## src/rtl/branch_adder.sv

```systemverilog
// Branch/jump target adder: combinational pc + (imm_out << SHIFT) with a
// registered copy plus alignment and carry flags for the next pipeline stage.
module branch_adder #(
    parameter int WIDTH = 32,
    parameter int SHIFT = 1
) (
    input  logic             clk,
    input  logic             rst,
    input  logic [WIDTH-1:0] pc,
    input  logic [WIDTH-1:0] imm_out,
    input  logic             en,
    output logic [WIDTH-1:0] sum,
    output logic [WIDTH-1:0] sum_q,
    output logic             valid_q,
    output logic             misaligned_q,
    output logic             carry_q
);

    logic [WIDTH-1:0] shifted;
    logic [WIDTH:0]   sum_ext;

    // Upper SHIFT bits of the immediate fall off the top; the sum wraps mod 2^WIDTH.
    assign shifted = imm_out << SHIFT;
    assign sum_ext = {1'b0, pc} + {1'b0, shifted};
    assign sum     = sum_ext[WIDTH-1:0];

    // Registered stage: rst wins over en, so a same-edge capture is dropped.
    always_ff @(posedge clk) begin
        if (rst) begin
            sum_q        <= '0;
            valid_q      <= 1'b0;
            misaligned_q <= 1'b0;
            carry_q      <= 1'b0;
        end else if (en) begin
            sum_q        <= sum;
            valid_q      <= 1'b1;
            misaligned_q <= (sum[1:0] != 2'b00);
            carry_q      <= sum_ext[WIDTH];
        end else begin
            valid_q      <= 1'b0;
        end
    end

endmodule

```

## config.mk

```make
export PLATFORM = sky130hd
export DESIGN_NAME = branch_adder
export DESIGN_NICKNAME = d
export VERILOG_FILES = /design/src/rtl/branch_adder.sv
export SDC_FILE = /design/constraint.sdc
export NUM_CORES = 1
export LEC_CHECK = 0
export ABC_AREA = 1
export BUFFER_PORTS_ARGS = -buffer_cell sky130_fd_sc_hd__buf_2
export CORE_MARGIN = 5
export CORE_UTILIZATION = 53
export CTS_BUF_LIST = sky130_fd_sc_hd__clkbuf_4
export DETAILED_ROUTE_END_ITERATION = 8
export HOLD_SLACK_MARGIN = 0.1
export PLACE_DENSITY = 0.91
export SLEW_MARGIN = 20
export SYNTH_ARGS = -nofsm -noshare
export SYNTH_HDL_FRONTEND = slang
export SYNTH_SLANG_ARGS = --single-unit
```

## constraint.sdc

```tcl
create_clock -name clk -period 2.3 [get_ports clk]
set_input_delay 0.115 -clock clk [delete_from_list [all_inputs] [get_ports clk]]
set_output_delay 0.115 -clock clk [all_outputs]
set_load 0.01 [all_outputs]
```

==> key figures <==
Outcome
  • Status: complete, no violations

Route
  • WL final: 10400 um
  • DR iter-0 viols: 228
  • Vias per cell: 4.64
  • DR pass1 iterations: 4
  • Antenna Violating Nets Remaining: 0
  • Wire per inst: 11.7 um
  • Drc violations: 0
  • Vias: 4149

Place
  • Post-placement cell count: between 800 and 900
  • RePlAce Congestion: 0.971
  • I/O Buffers: 132
  • HPWL after DPL: 9080 um

Worst setup path
  • Worst Path Arrival: between 1.5 and 2 ns
  • Critical path type: input pin to output port
  • Worst setup EP type: output port
  • Max FO, Critical Path: 4
  • Worst Path Required: 2.18 ns
  • Crit path launch type: input pin

GRT
  • Gr ovfl total: 0
  • Largest net degree at the start of global routing: 38
  • Initial antenna violation count: 0
  • GR Util All Layers: 22.7%
  • First-pass GRT wire length: approximately 17000 um
  • Number of global-route vias before repair: approximately 3800

Clock network
  • CTS tree: yes
  • CTS H-Tree Depth: 2
  • Setup bufs post-CTS: 0
  • CTS buffer count: 5
  • Clk slew on worst S/H paths: 0.11 ns
  • Root buffer cell: clkbuf_4
  • Clk_lat worst skew: about 0.34 ns
  • Sink Count: 35
  • Deepest clock path buffer count: 2

Cells and area
  • Share of layout cells above drive strength 1: 21.9%
  • # nets final: 893
  • # diodes: 0
  • Fillers: 735
  • Final Util: 63.2%
  • Layout Cells excl Fill: 894
  • Layout overhead on the synthesized area: 16.2%

Timing
  • RSZ-0062 raised after global routing: no
  • Setup-failing EPs final: 0
  • Final Hold Vio Count: 0
  • Worst slew margin: 74.6%
  • Worst-Margin Slew: 0.382 ns
  • Max Slew Vio Count: 0
  • Total Neg Setup Slack: 0 ns
  • Fin crit period: around 2.1 ns
  • Part of the cycle the worst path needs: 90.8%
  • Fmax: 479 MHz
  • Clock Skew: 0 ns

Floorplanning
  • Die Width: 96.1 um
  • CORE AREA: 0.00721 mm2
  • Initial core utilization: a little over half
  • I/O pin count: roughly 130
  • Placement Rows: 31
  • Area of the die: 0.00923 mm2
  • Die Height: 96.1 um

Logic synthesis
  • Net Count, Synth: 790
  • Sequential fraction of the synthesis area: 17.9%
  • Synth warn: 0
  • Cells after Synth: 691
  • #FFs+latches synth: 35
  • Syn avg cell area: 5.68 um2
  • Post-Syn Area: 0.00393 mm2
  • Synth unique cells: 32

Power
  • Pwr dens: 514 mW/mm2
  • Static leakage: 0.00296 uW
  • IR drop worst, VDD: roughly 0.23 mV

Job
  • Max-cap violations: 0

Worst hold path
  • Hold Path Class: input pin to register
==> through the flow <==
stage | power [uW] | worst slack (ns) | hold WS [ns] | cell area [um2]
global placement | 1780 | 0.247 | 0.337 | 4430
global route | 2520 | 0.0715 | 0.203 | 4560
finish | 2340 | 0.211 | 0.183 | 4560
floorplan | 1560 | 0.627 | 0.284 | 3930
CTS | 2350 | 0.215 | 0.168 | 4560
detailed placement | 1800 | 0.221 | 0.341 | 4430
==> where the power goes <==
| part | total [uW] | leakage [uW] | internal [uW] | switching, uW |
|---|---|---|---|---|
| Clock | 554 | 0.0000514 | 338 | 216 |
| Sequential | 694 | 0.000290 | 665 | 29.0 |
| Combinational | 1090 | 0.00262 | 415 | 680 |
| Total | 2340 | 0.00296 | 1420 | 925 |
==> cells by family after synthesis <==
kind of cell / share of synthesized area (%)
AOI/OAI and AO/OA: 6.50
DFF: 17.9
xor gates and xnor gates: 3.35
and+or+nand+nor: 41.2
buffers and inverters: 20.7
adders and majority gates: 10.4
==> cells in the final DEF (no fill, tap or decap) <==
cell type / netlist / final
nor2_2: 5 / 5
nand2_2: 16 / 16
o21ai_0: 14 / 14
nand2_1: 221 / 221
nand3b_1: 1 / 1
inv_1: 136 / 136
nand4_1: 2 / 2
nand3_1: 45 / 45
a21o_1: 1 / 1
xnor2_1: 8 / 8
clkinv_1: 1 / 1
fa_1: 1 / 1
o21ai_1: 6 / 6
a21oi_2: 1 / 1
dfxtp_1: 35 / 35
and2_1: 1 / 1
bufinv_16: 0 / 2
ha_1: 31 / 31
o21bai_1: 1 / 1
nand3_2: 6 / 6
nand3b_2: 1 / 1
clkinvlp_4: 0 / 1
clkbuf_4: 0 / 5
a21oi_1: 25 / 25
xor2_1: 7 / 7
nor3_2: 2 / 2
buf_4: 32 / 3
nor3_1: 5 / 5
nor2_1: 77 / 77
dlygate4sd3_1: 0 / 2
a31oi_1: 1 / 1
buf_2: 1 / 132
==> timing repair <==
action | 4_1_cts | 5_1_grt
hold buffers | 2 | 0
endpoints found under the hold margin | 3 | 0
gates resized for setup | 0 | 0
==> synthesized netlist by cell type (all sizes together) <==
cell | number | area [um2]
nor3 | 7 | 45.0
a31oi | 1 | 6.26
a21o | 1 | 7.51
ha | 31 | 388
dlygate4sd1 | 1 | 8.76
dfxtp | 35 | 701
clkbuf | 6 | 32.5
fa | 1 | 20.0
o21ai | 20 | 100
o21bai | 1 | 7.51
nand3 | 51 | 285
nand4 | 2 | 12.5
and2 | 1 | 6.26
xnor2 | 8 | 70.1
xor2 | 7 | 61.3
nand3b | 2 | 18.8
nor2 | 82 | 320
clkinv | 1 | 3.75
buf | 34 | 256
inv | 136 | 510
a21oi | 26 | 134
nand2 | 237 | 930
==> final cells by class <==
class / instances / area (um2) / area share, %
Inverter: 137 / 514 / 11.3
Tap cell: 99 / 124 / 2.72
Multi-Input combinational cell: 478 / 2410 / 52.9
Clock buffer: 5 / 37.5 / 0.823
Sequential cell: 35 / 701 / 15.4
Clock inverter: 3 / 67.6 / 1.48
Timing Repair Buffer: 137 / 703 / 15.4
==> path summary, 6_finish.rpt <==
path                         start               endpoint  slack [ns]  cells after the start
max                          pc[1]                sum[17]        0.21                     12
min                             en  sum_q[1]$_SDFFE_PP0P_        0.18                      4
max reg2reg  sum_q[5]$_SDFFE_PP0P_  sum_q[5]$_SDFFE_PP0P_        1.60                      4
min reg2reg  sum_q[1]$_SDFFE_PP0P_  sum_q[1]$_SDFFE_PP0P_        0.47                      2
==> routing by layer <==
metal | GRT usage, % | wire (um) | up-vias
met4 | 6.52 | 198 | 0
met3 | 2.11 | 733 | 17
met2 | 39.0 | 4810 | 132
met1 | 30.2 | 4690 | 1737
li1 | - | - | 2263
met5 | 0 | 0 | -
==> state kept, by name (all words and copies together), names as in the netlist <==
| register | count |
|---|---|
| sum_q | 32 |
| carry_q | 1 |
| misaligned_q | 1 |
| valid_q | 1 |
==> critical path, cell delays in order <==
cell	delay, ns
buf_2	0.10
ha_1	0.26
fa_1	0.47
nand3_1	0.13
nand3_2	0.10
nand2_1	0.07
nand2_1	0.08
nand2_1	0.08
nand2_2	0.06
xnor2_1	0.29
inv_1	0.06
buf_2	0.14
Power figures use the tool's default switching activity.
